==> src/rtl/dsp_share_arbiter_pkg.sv <==
// Shared types and bus layout for the DSP48A1 sharing arbiter.
// Bus field offsets follow {opmode,a,b,c} and {m,p} packing.
package dsp_share_arbiter_pkg;

   localparam int unsigned DSP_INS_W  = 92;
   localparam int unsigned DSP_OUTS_W = 84;

   localparam int unsigned OPMODE_LSB = 84;
   localparam int unsigned A_LSB      = 66;
   localparam int unsigned B_LSB      = 48;
   localparam int unsigned C_LSB      = 0;
   localparam int unsigned M_LSB      = 48;
   localparam int unsigned P_LSB      = 0;

   localparam logic [7:0] DSP_NOP = 8'h00;

   typedef enum logic [1:0] {
      S_IDLE  = 2'd0,
      S_GRANT = 2'd1,
      S_DRAIN = 2'd2
   } arb_state_e;

   typedef struct packed {
      logic [7:0]  opmode;
      logic [17:0] a;
      logic [17:0] b;
      logic [47:0] c;
   } dsp_ins_t;

   typedef struct packed {
      logic [35:0] m;
      logic [47:0] p;
   } dsp_outs_t;

   localparam dsp_ins_t DSP_IDLE_BUS = '{opmode: DSP_NOP, a: '0, b: '0, c: '0};

endpackage

==> src/rtl/dsp_share_arbiter_rr_priority_picker.sv <==
// Round-robin priority picker: first set request at or after rr_ptr_i, wrapping mod N.
// Purely combinational so other arbiters can reuse it.
module dsp_share_arbiter_rr_priority_picker #(
   parameter int unsigned N = 4
) (
   input  logic [N-1:0]         req_i,
   input  logic [$clog2(N)-1:0] rr_ptr_i,
   output logic                 found_o,
   output logic [$clog2(N)-1:0] idx_o
);

   localparam int unsigned IW = $clog2(N);

   // Scan from the farthest offset down so the nearest hit is written last and wins.
   always_comb begin
      int k;
      found_o = 1'b0;
      idx_o   = '0;
      k       = 0;
      for (int i = int'(N) - 1; i >= 0; i--) begin
         k = int'(rr_ptr_i) + i;
         if (k >= int'(N)) k = k - int'(N);
         if (req_i[IW'(k)]) begin
            found_o = 1'b1;
            idx_o   = IW'(k);
         end
      end
   end

endmodule

==> src/rtl/dsp_share_arbiter.sv <==
// Round-robin owner arbitration of one DSP48A1 slice with burst ownership,
// post-release drain interval and DSP-latency-aligned result owner tags.
module dsp_share_arbiter
   import dsp_share_arbiter_pkg::*;
#(
   parameter int unsigned NUM_REQ = 4,
   parameter int unsigned DSP_LAT = 2
) (
   input  logic                         clk_i,
   input  logic                         reset_i,
   input  logic [NUM_REQ-1:0]           req_i,
   input  logic [NUM_REQ*DSP_INS_W-1:0] req_dsp_ins_flat_i,
   output logic [NUM_REQ-1:0]           grant_o,
   output logic [DSP_INS_W-1:0]         dsp_ins_flat_o,
   input  logic [DSP_OUTS_W-1:0]        dsp_outs_flat_i,
   output logic [DSP_OUTS_W-1:0]        req_dsp_outs_flat_o,
   output logic [NUM_REQ-1:0]           out_owner_o,
   output logic                         busy_o
);

   localparam int unsigned OW = $clog2(NUM_REQ);
   localparam int unsigned CW = $clog2(DSP_LAT + 1);

   arb_state_e         state_q, state_d;
   logic [OW-1:0]      owner_q, owner_d;
   logic [OW-1:0]      rr_ptr_q, rr_ptr_d;
   logic [CW-1:0]      drain_cnt_q, drain_cnt_d;
   logic [NUM_REQ-1:0] grant_q, grant_d;
   logic               busy_q;
   logic [NUM_REQ-1:0] pipe_q [DSP_LAT];

   logic               pick_found;
   logic [OW-1:0]      pick_idx;
   logic               drain_last;
   dsp_ins_t           bus_sel;

   dsp_share_arbiter_rr_priority_picker #(.N(NUM_REQ)) u_picker (
      .req_i    (req_i),
      .rr_ptr_i (rr_ptr_q),
      .found_o  (pick_found),
      .idx_o    (pick_idx)
   );

   assign drain_last = (drain_cnt_q == CW'(1));

   // State register
   always_ff @(posedge clk_i or negedge reset_i) begin
      if (!reset_i) state_q <= S_IDLE;
      else          state_q <= state_d;
   end

   // Next-state logic; the last drain cycle arbitrates like IDLE
   always_comb begin
      state_d = state_q;
      unique case (state_q)
         S_IDLE:  if (pick_found) state_d = S_GRANT;
         S_GRANT: if (!req_i[owner_q]) state_d = S_DRAIN;
         S_DRAIN: if (drain_last) state_d = pick_found ? S_GRANT : S_IDLE;
         default: state_d = S_IDLE;
      endcase
   end

   // Output / datapath next values
   always_comb begin
      grant_d     = grant_q;
      owner_d     = owner_q;
      rr_ptr_d    = rr_ptr_q;
      drain_cnt_d = drain_cnt_q;
      unique case (state_q)
         S_IDLE: begin
            if (pick_found) begin
               owner_d = pick_idx;
               grant_d = NUM_REQ'(1) << pick_idx;
            end
         end
         S_GRANT: begin
            if (!req_i[owner_q]) begin
               grant_d     = '0;
               rr_ptr_d    = (owner_q == OW'(NUM_REQ - 1)) ? '0 : owner_q + OW'(1);
               drain_cnt_d = CW'(DSP_LAT);
            end
         end
         S_DRAIN: begin
            grant_d     = '0;
            drain_cnt_d = drain_cnt_q - CW'(1);
            if (drain_last && pick_found) begin
               owner_d = pick_idx;
               grant_d = NUM_REQ'(1) << pick_idx;
            end
         end
         default: grant_d = '0;
      endcase
   end

   always_ff @(posedge clk_i or negedge reset_i) begin
      if (!reset_i) begin
         owner_q     <= '0;
         rr_ptr_q    <= '0;
         drain_cnt_q <= '0;
         grant_q     <= '0;
         busy_q      <= 1'b0;
      end else begin
         owner_q     <= owner_d;
         rr_ptr_q    <= rr_ptr_d;
         drain_cnt_q <= drain_cnt_d;
         grant_q     <= grant_d;
         busy_q      <= (state_d != S_IDLE);
      end
   end

   // Grant delayed by DSP_LAT tags which requester owns the result now on the bus
   always_ff @(posedge clk_i or negedge reset_i) begin
      if (!reset_i) begin
         for (int i = 0; i < int'(DSP_LAT); i++) pipe_q[i] <= '0;
      end else begin
         pipe_q[0] <= grant_q;
         for (int i = 1; i < int'(DSP_LAT); i++) pipe_q[i] <= pipe_q[i-1];
      end
   end

   // Only the granted bus reaches the DSP; everyone else is ignored, never OR-ed
   always_comb begin
      bus_sel = DSP_IDLE_BUS;
      for (int k = 0; k < int'(NUM_REQ); k++) begin
         if (grant_q[k]) bus_sel = req_dsp_ins_flat_i[k*DSP_INS_W +: DSP_INS_W];
      end
   end

   assign dsp_ins_flat_o      = bus_sel;
   assign req_dsp_outs_flat_o = dsp_outs_flat_i;
   assign grant_o             = grant_q;
   assign out_owner_o         = pipe_q[DSP_LAT-1];
   assign busy_o              = busy_q;

endmodule

==> config.mk <==
export PLATFORM = sky130hd
export DESIGN_NAME = dsp_share_arbiter
export DESIGN_NICKNAME = d
export VERILOG_FILES = /design/src/rtl/dsp_share_arbiter_pkg.sv /design/src/rtl/dsp_share_arbiter_rr_priority_picker.sv /design/src/rtl/dsp_share_arbiter.sv
export SDC_FILE = /design/constraint.sdc
export NUM_CORES = 1
export LEC_CHECK = 0
export ABC_AREA = 1
export BUFFER_PORTS_ARGS = -buffer_cell sky130_fd_sc_hd__clkbuf_2
export CAP_MARGIN = 10
export CORE_AREA = 2 2 248 250
export CTS_BUF_LIST = sky130_fd_sc_hd__clkbuf_16
export CTS_CLUSTER_DIAMETER = 150
export DETAILED_ROUTE_END_ITERATION = 10
export DIE_AREA = 0 0 250 252
export PLACE_DENSITY = 0.34
export SLEW_MARGIN = 20
export SYNTH_ARGS = -nofsm -noshare
export SYNTH_HDL_FRONTEND = slang
export SYNTH_SLANG_ARGS = --single-unit
==> constraint.sdc <==
create_clock -name clk_i -period 2.1 [get_ports clk_i]
set_clock_uncertainty 0.15 [all_clocks]
set_input_delay 0.21 -clock clk_i [delete_from_list [all_inputs] [get_ports clk_i]]
set_output_delay 0.21 -clock clk_i [all_outputs]
set_load 0.005 [all_outputs]
==> impl_metrics.toml, run 1 <==
[placement]
dp_cells = 2056
port_buffers = 474
postPlaceCellArea_um2 = 7430
hpwl_um = 25600
place_congestion = 0.925

[route]
remaining_drc_errors = 0
routed_wl_um = 35100
route.antenna.remaining_nets = 0
vias_per_cell = 3.59
vias = 7485
drt_iter0_markers = 366
wire_per_inst_um = 16.8
drtPass1Iterations = 5

[sta]
final_hold_viol_count = 0
slew_headroom = 0.607
final.min_clock_period_ns = 2.15
finalWorstSetupSlack_ns = -0.0510
fin_crit_sh = 1.02
setup_viol = 32
rsz0062_at_grt = "yes"
slew_viol_final = 0
setup_tns_ns = -0.687
tightest_slew_ns = 0.589
fmax_ghz = 0.465

[status]
violations = "negative setup slack"
status = "finished, violations left"

[global_routing]
overflow = 0
grt.met1_usage = 0.0994
grt_antenna_before_repair = 4
grt_max_degree = 50
track_usage = 0.0954
global_route.usage.met2 = 0.181
grt_pass1_vias = 7445
grt-busiest-layer = "met2"
met3_usage = 0.0176
grt_pass1_wl_um = 45300

[layout]
final_cell_count_no_fill = 2085
stdcell_area_um2 = 8770
drive_gt1_frac = 0.568
nNetsFinal = 1761
final_util = 0.146
syn_to_final_growth_pct = 89.7

[cts]
root_buffer = "clkbuf_16"
numClockSinks = 21
ctsLongestPathBuffers = 2
clock_latency_ns = 0.26
clkTransAtPathRegs_ns = 0.06
cts_inserted_buffers = 3
cts_tree = "yes"
htreeDepth = 1

[job]
cap_violations = 0

[worst_setup_path]
critPathMaxFanout = 6
r2r_start = "rr_ptr_q[0]"
path_cells = "nor2_4, buf_12, buf_12, buf_8, nand2_2, nand2_1, nand2_1, a21oi_2, buf_2"
critPathRequiredTime_ns = 1.74
ff2ff_path_depth = 8
crit_type = "flop to output port"
critPathSlowestCell = "dfrtp_4"
cp-start-kind = "flop"
path_delay_family = "buffers and inverters"
rr_endpoint = "grant_o[1]"
arrival_ns = 1.79
worstSetupPathDepth = 9
slowest_delay_ns = 0.50
crit_end = "dsp_ins_flat_o[0]"
r2r_slack_ns = 0.34
end_kind = "output port"
crit_buf_inv = 4
cp-startpoint = "grant_o[1]"

[power]
comb_power_share = 0.846
p_per_area_nw_per_um2 = 827
power.leakage_nw = 4.63
p_int_mw = 3.43
p_total_mw = 7.25
peakVddDrop_mv = 0.411
swShare = 0.527
power_switching_mw = 3.82
p_seq_frac = 0.096
clkPwrFrac = 0.058

[yosys]
synth_cell_types = 24
syn_area_um2 = 4620
synth.avg_cell_area_um2 = 5.01
synth_fp_nets = 1383
ys_seq_area_frac = 0.114
yosys_register_bits = 21
synthCells = 923
yosysWarnings = 0

[die]
num_rows = 90
core_um2 = 60100
pin_count = 643
initial_core_util = 0.0769
die_area_um2 = 63000
die_y_um = 252
chipWidth_um = 250

[hold_path]
hp-class = "flop to flop"
## flip-flops by register name, indices dropped and copies added, names as in the netlist
register / cells
rr_ptr_q: 2
out_owner_o: 4
busy_o: 1
state_q: 2
drain_cnt_q: 2
owner_q: 2
grant_o: 4
pipe_q: 4
## placed cells by master (no fill, tap or decap), types with 6 or more instances in the layout
cell type / instances
buf_2: 61
a21oi_2: 77
clkbuf_2: 410
nand3_1: 8
nor2_1: 99
nand2_1: 298
clkbuf_16: 9
nand2_4: 28
buf_4: 10
inv_1: 17
buf_6: 6
dfrtp_1: 18
nand2_2: 95
a21oi_1: 109
buf_12: 19
## power by group through the flow
stage | Sequential, mW | Combinational (mW) | Clock, mW
after floorplan | 0.634 | 2.78 | 0
after global placement | 0.703 | 4.96 | 0
after detailed placement | 0.704 | 4.94 | 0
after CTS | 0.696 | 5.59 | 0.429
after global routing | 0.716 | 6.77 | 0.453
final | 0.693 | 6.14 | 0.423
## Yosys cell counts
cell | count | share of area
a21oi_1 | 186 | 0.20
a21oi_2 | 1 | 0.0019
a21oi_4 | 1 | 0.0035
a221oi_1 | 1 | 0.0019
and2_4 | 1 | 0.0019
buf_1 | 7 | 0.0057
buf_2 | 13 | 0.014
buf_4 | 88 | 0.14
buf_6 | 1 | 0.0024
clkbuf_1 | 37 | 0.030
clkbuf_4 | 3 | 0.0049
dfrtp_1 | 21 | 0.11
ha_1 | 2 | 0.0054
inv_1 | 17 | 0.014
inv_2 | 2 | 0.0016
inv_6 | 1 | 0.0019
nand2_1 | 412 | 0.33
nand2_2 | 9 | 0.012
nand3_1 | 8 | 0.0087
nand4_1 | 4 | 0.0054
nor2_1 | 100 | 0.081
nor2_4 | 1 | 0.0024
o21ai_0 | 5 | 0.0054
o31ai_1 | 2 | 0.0032
## per-stage QoR
| step | hold WS [ns] | worst slack [ns] |
|---|---|---|
| 2_1_floorplan | -0.236 | 0.496 |
| 3_3_place_gp | 0.0994 | 0.0418 |
| 3_5_place_dp | 0.104 | 0.0184 |
| 4_1_cts | 0.203 | -0.138 |
| 5_1_grt | 0.206 | -0.173 |
| 6_report | 0.199 | -0.0510 |
## worst min-delay path by stage
stage / from / end / slack [ns] / cells past startpoint
floorplan: reset_i / busy_o / -0.24 / 0
global placement: reset_i / rr_ptr_q[0] / 0.1 / 1
detailed placement: reset_i / rr_ptr_q[0] / 0.10 / 1
CTS: pipe_q[4] / out_owner_o[0] / 0.20 / 0
global route: pipe_q[4] / out_owner_o[0] / 0.21 / 0
finish: pipe_q[4] / out_owner_o[0] / 0.20 / 0
## per-layer routing
layer	wire length [um]	share of wire
met5	12	0.00034
met4	1970	0.056
met3	2220	0.063
met2	18000	0.51
met1	12900	0.37
## kinds of logic after synthesis
logic type / count (synthesis) / share of synthesized area
compound gates: 196 / 0.217
fa+ha+maj: 2 / 0.00541
buf+inv: 169 / 0.217
flops: 21 / 0.114
simple gates: 535 / 0.446
## area by class of cell
type | instances | area (um^2)
clock inverter | 1 | 3.75
multi-input combinational | 733 | 3840
timing repair buffer | 522 | 3240
tap | 782 | 978
fill | 7110 | 51400
sequential | 21 | 537
clock buffer | 3 | 75.1
antenna | 3 | 7.51
inverter | 20 | 85.1
## worst register-to-register path, stage by stage, from the launching register on
cell and delay (ns):
dfrtp_1 0.57, nand2_1 0.14, nand2_1 0.11, inv_1 0.05
nor2_1 0.25, nand4_1 0.16, nand2_2 0.13, nand2_1 0.06
nand2_1 0.07
## repair_timing
item	in CTS	in global routing
hold buffers	1	0
buffers inserted	7	4
resized for setup	76	237
cloned	5	8
hold endpoints to repair	21	0
setup endpoints to repair	58	92
pin swaps	8	53
No activity file was read; power rests on OpenSTA's default activity.
==> run 2, diff against run 1 <==
- PLACE_DENSITY: 0.34 -> unset
- PLACE_DENSITY_LB_ADDON: unset -> 0.3
==> impl_metrics.toml, run 2 (synthesized netlist as in run 1, its figures left out) <==
[status]
status = "finished, violations left"
violations = "negative setup slack"

[sta]
fin_crit_sh = 1.04
rsz0062_at_grt = "yes"
final_hold_viol_count = 0
final.min_clock_period_ns = 2.18
finalWorstSetupSlack_ns = -0.0848
tightest_slew_ns = 0.586
hold_ws_ns = 0.197
setup_viol = 25
setup_tns_ns = -0.513
slew_headroom = 0.609
fmax_ghz = 0.458
slew_viol_final = 0

[global_routing]
track_usage = 0.0974
grt_max_degree = 49
grt_antenna_before_repair = 6
overflow = 0
grt_pass1_wl_um = 45500
grt_pass1_vias = 7313

[worst_setup_path]
crit_top_cell = "buf_4"
critPathMaxFanout = 24
end_kind = "output port"
path_cells = "buf_4, buf_16, a221oi_1, buf_4, o31ai_2, clkbuf_2"
slowest_delay_ns = 0.50
critPathSlowestCell = "dfrtp_4"
arrival_ns = 1.82
critPathRequiredTime_ns = 1.74
cp-start-kind = "flop"
crit_type = "flop to output port"

[cts]
cts_tree = "yes"
root_buffer = "clkbuf_16"
htreeDepth = 1
ctsLongestPathBuffers = 2
cts_inserted_buffers = 3
clock_latency_ns = 0.26
clkTransAtPathRegs_ns = 0.06
numClockSinks = 21

[power]
peakVddDrop_mv = 0.278
p_total_mw = 6.82
p_per_area_nw_per_um2 = 824
power.leakage_nw = 4.42

[route]
vias_per_cell = 3.53
drt_iter0_markers = 317
drtPass1Iterations = 4
vias = 7362
wire_per_inst_um = 16.2
route.antenna.remaining_nets = 0
remaining_drc_errors = 0
routed_wl_um = 33800

[die]
initial_core_util = 0.0769
die_y_um = 252
num_rows = 90
chipWidth_um = 250
core_um2 = 60100
die_area_um2 = 63000
pin_count = 643

[layout]
fillers = 7200
stdcell_area_um2 = 8280
drive_gt1_frac = 0.498
layout_common_cells = "425 x clkbuf_2, 375 x nand2_1, 123 x a21oi_1"
final_common_cell = "clkbuf_2"
syn_to_final_growth_pct = 79.1
nNetsFinal = 1763

[placement]
place_congestion = 0.767
port_buffers = 474
hpwl_um = 27700
place_ws_ns = -0.0257
postPlaceCellArea_um2 = 7560

[hold_path]
hp-class = "flop to flop"

[job]
cap_violations = 0
[run 2: power breakdown]
part / internal (mW) / switching (mW) / total [mW]
combinational: 2.45 / 3.23 / 5.69
sequential: 0.561 / 0.154 / 0.715
clock: 0.256 / 0.161 / 0.417
total: 3.27 / 3.55 / 6.82
[run 2: stage by stage]
stage	util	cells
floorplan	-	923
global placement	0.126	2066
detailed placement	0.126	2066
CTS	0.132	2079
global route	0.138	2085
finish	0.138	2085
[run 2: final cells by class]
class                      instances  area [um^2]  share of cell area
antenna                            1         2.50            0.000302
clock inverter                     1         5.00            0.000605
sequential                        21          537              0.0648
tap                              782          978               0.118
timing repair buffer             524         3120               0.377
clock buffer                       3         75.1             0.00907
multi-input combinational        733         3470               0.420
inverter                          20         85.1              0.0103
[run 2: worst max-delay path: cells and delay by family (launching register included)]
| family | cells | cell delay, ns |
|---|---|---|
| buffers and inverters | 4 | 0.65 |
| AO/OA/AOI/OAI | 2 | 0.38 |
| flip-flops | 1 | 0.50 |
[run 2: repair_timing]
action / CTS / global route
gates resized for setup: 55 / 123
hold buffers: 1 / 0
gates cloned: 1 / 3
buffers inserted: 7 / 2
hold endpoints to repair: 21 / 0
pin swaps: 4 / 18
setup endpoints to repair: 73 / 75
[run 2: path summary, 6_finish.rpt]
| path | from | to | slack (ns) | depth (start not counted) |
|---|---|---|---|---|
| hold reg to reg | pipe_q[6] | out_owner_o[2] | 0.20 | 0 |
| setup / recovery | grant_o[1] | dsp_ins_flat_o[90] | -0.08 | 6 |
| hold / removal | pipe_q[6] | out_owner_o[2] | 0.20 | 0 |
| setup reg to reg | rr_ptr_q[0] | grant_o[2] | 0.29 | 8 |
| min in group asynchronous | reset_i | busy_o | 0.33 | 2 |
| max in group asynchronous | reset_i | grant_o[2] | 1.02 | 2 |
[run 2: metal layers]
layer	part of all wire	track usage	vias to the layer above
met3	0.071	0.0237	102
met5	0.0014	0	-
met1	0.37	0.101	3245
met2	0.49	0.179	413
met4	0.064	0.0551	8
li1	-	-	3594
==> run 3, diff against run 2 <==
- SLEW_MARGIN: 20 -> unset
- clock period: 2.1 -> 2.5 ns (I/O delays scaled with it)
==> impl_metrics.toml, run 3 (synthesized netlist as in run 1, its figures left out) <==
[status]
status = "finished, final reports clean"

[global_routing]
track_usage = 0.0956
grt_pass1_vias = 7296
grt_pass1_wl_um = 44900
overflow = 0
grt_antenna_before_repair = 3
grt_max_degree = 58

[route]
vias = 7174
routed_wl_um = 32200
drtPass1Iterations = 4
vias_per_cell = 3.47
wire_per_inst_um = 15.6
remaining_drc_errors = 0
route.antenna.remaining_nets = 0
drt_iter0_markers = 327

[layout]
drive_gt1_frac = 0.413
layout_common_cells = "474 x clkbuf_2, 412 x nand2_1, 186 x a21oi_1"
regArea_um2 = 537
multi_input_area_um2 = 3100
final_common_cell = "clkbuf_2"
fillers = 7206
syn_to_final_growth_pct = 63.0
nNetsFinal = 1747

[die]
initial_core_util = 0.0769
pin_count = 643
die_y_um = 252
core_um2 = 60100
die_area_um2 = 63000
num_rows = 90
chipWidth_um = 250

[worst_setup_path]
end_kind = "output port"
critPathSlowestCell = "dfrtp_4"
slowest_delay_ns = 0.52
rr_endpoint = "owner_q[0]"
critPathRequiredTime_ns = 2.10
r2r_slack_ns = 0.68
worstSetupPathDepth = 7
crit_end = "dsp_ins_flat_o[6]"
arrival_ns = 1.89
path_cells = "nor2_4, buf_12, nand2_1, nand2_1, nand2_1, a21oi_1, clkbuf_2"
ff2ff_path_depth = 9
cp-start-kind = "flop"
crit_buf_inv = 2
critPathMaxFanout = 42
r2r_start = "rr_ptr_q[0]"
path_delay_family = "flip-flops"
cp-startpoint = "grant_o[1]"
crit_type = "flop to output port"
crit_top_cell = "nand2_1"

[hold_path]
hp-class = "flop to flop"

[sta]
slew_headroom = 0.621
final_hold_viol_count = 0
setup_tns_ns = 0
tightest_slew_ns = 0.568
final.min_clock_period_ns = 2.29
setup_viol = 0
slew_viol_final = 0
fin_crit_sh = 0.917
rsz0062_at_grt = "no"
fmax_ghz = 0.436

[cts]
root_buffer = "clkbuf_16"
htreeDepth = 1
numClockSinks = 21
cts_inserted_buffers = 3
ctsLongestPathBuffers = 2
cts_tree = "yes"
clock_latency_ns = 0.25
clkTransAtPathRegs_ns = 0.06
post_cts_resized = 0

[power]
clkPwrFrac = 0.069
power_switching_mw = 2.73
comb_power_share = 0.814
power.leakage_nw = 4.16
p_per_area_nw_per_um2 = 671
peakVddDrop_mv = 0.200
swShare = 0.540
p_int_mw = 2.33
p_seq_frac = 0.117
p_total_mw = 5.06

[placement]
place_congestion = 0.791
port_buffers = 474
hpwl_um = 27200

[job]
cap_violations = 0
-- run 3: cell count changes in the layout (fill, tap and decap cells not counted), moves of 2 or more --
cell / before / now
nand2_1: 375 / 412
buf_6: 10 / 0
buf_8: 2 / 0
a21oi_2: 64 / 1
buf_2: 44 / 0
buf_4: 19 / 23
clkbuf_2: 425 / 474
buf_12: 17 / 10
nand2_4: 8 / 0
buf_16: 2 / 0
a21oi_1: 123 / 186
nand2_2: 38 / 9
clkbuf_16: 6 / 3
-- run 3: metal layers --
metal | routed length, um | share of wire | vias up | GRT usage
li1 | - | - | 3556 | -
met1 | 11500 | 0.36 | 3115 | 0.0975
met2 | 16300 | 0.51 | 411 | 0.181
met3 | 2250 | 0.070 | 90 | 0.0176
met4 | 2060 | 0.064 | 2 | 0.0565
met5 | 13 | 0.00040 | - | 0
-- run 3: timing repair --
item	4_1_cts	5_1_grt
endpoints found under the hold margin	21	0
setup buffers	0	0
hold buffers	1	0
-- run 3: how the worst min path moves through the flow --
| stage | start | to | slack, ns | cells after the start |
|---|---|---|---|---|
| 6_report | pipe_q[6] | out_owner_o[2] | 0.20 | 0 |
| 5_1_grt | pipe_q[6] | out_owner_o[2] | 0.21 | 0 |
| 4_1_cts | pipe_q[5] | out_owner_o[1] | 0.20 | 0 |
| 3_5_place_dp | reset_i | drain_cnt_q[1] | 0.14 | 1 |
| 3_3_place_gp | reset_i | busy_o | 0.14 | 1 |
| 2_1_floorplan | reset_i | busy_o | -0.20 | 0 |
-- run 3: power by group through the flow --
stage / clock network, mW / logic, mW / registers [mW]
4_1_cts: 0.358 / 4.21 / 0.596
2_1_floorplan: 0 / 2.33 / 0.533
3_5_place_dp: 0 / 4.20 / 0.601
3_3_place_gp: 0 / 4.25 / 0.603
6_report: 0.347 / 4.12 / 0.593
5_1_grt: 0.370 / 4.62 / 0.616
-- run 3: area by class of cell --
class	count	area share
Timing Repair Buffer	508	0.366
Sequential cell	21	0.0712
Tap cell	782	0.130
Inverter	20	0.0113
Antenna cell	1	0.000332
Clock inverter	1	0.000498
Multi-Input combinational cell	733	0.411
Clock buffer	3	0.00996
-- run 3: stage by stage --
stage	setup slack, ns	cell area [um^2]	hold slack [ns]	cells	utilization
finish	0.209	7540	0.197	2069	0.125
global route	0.0431	7530	0.206	2068	0.125
floorplan	0.856	4620	-0.196	923	-
CTS	0.123	7530	0.200	2068	0.125
global placement	0.431	7450	0.138	2063	0.124
detailed placement	0.407	7450	0.141	2063	0.124
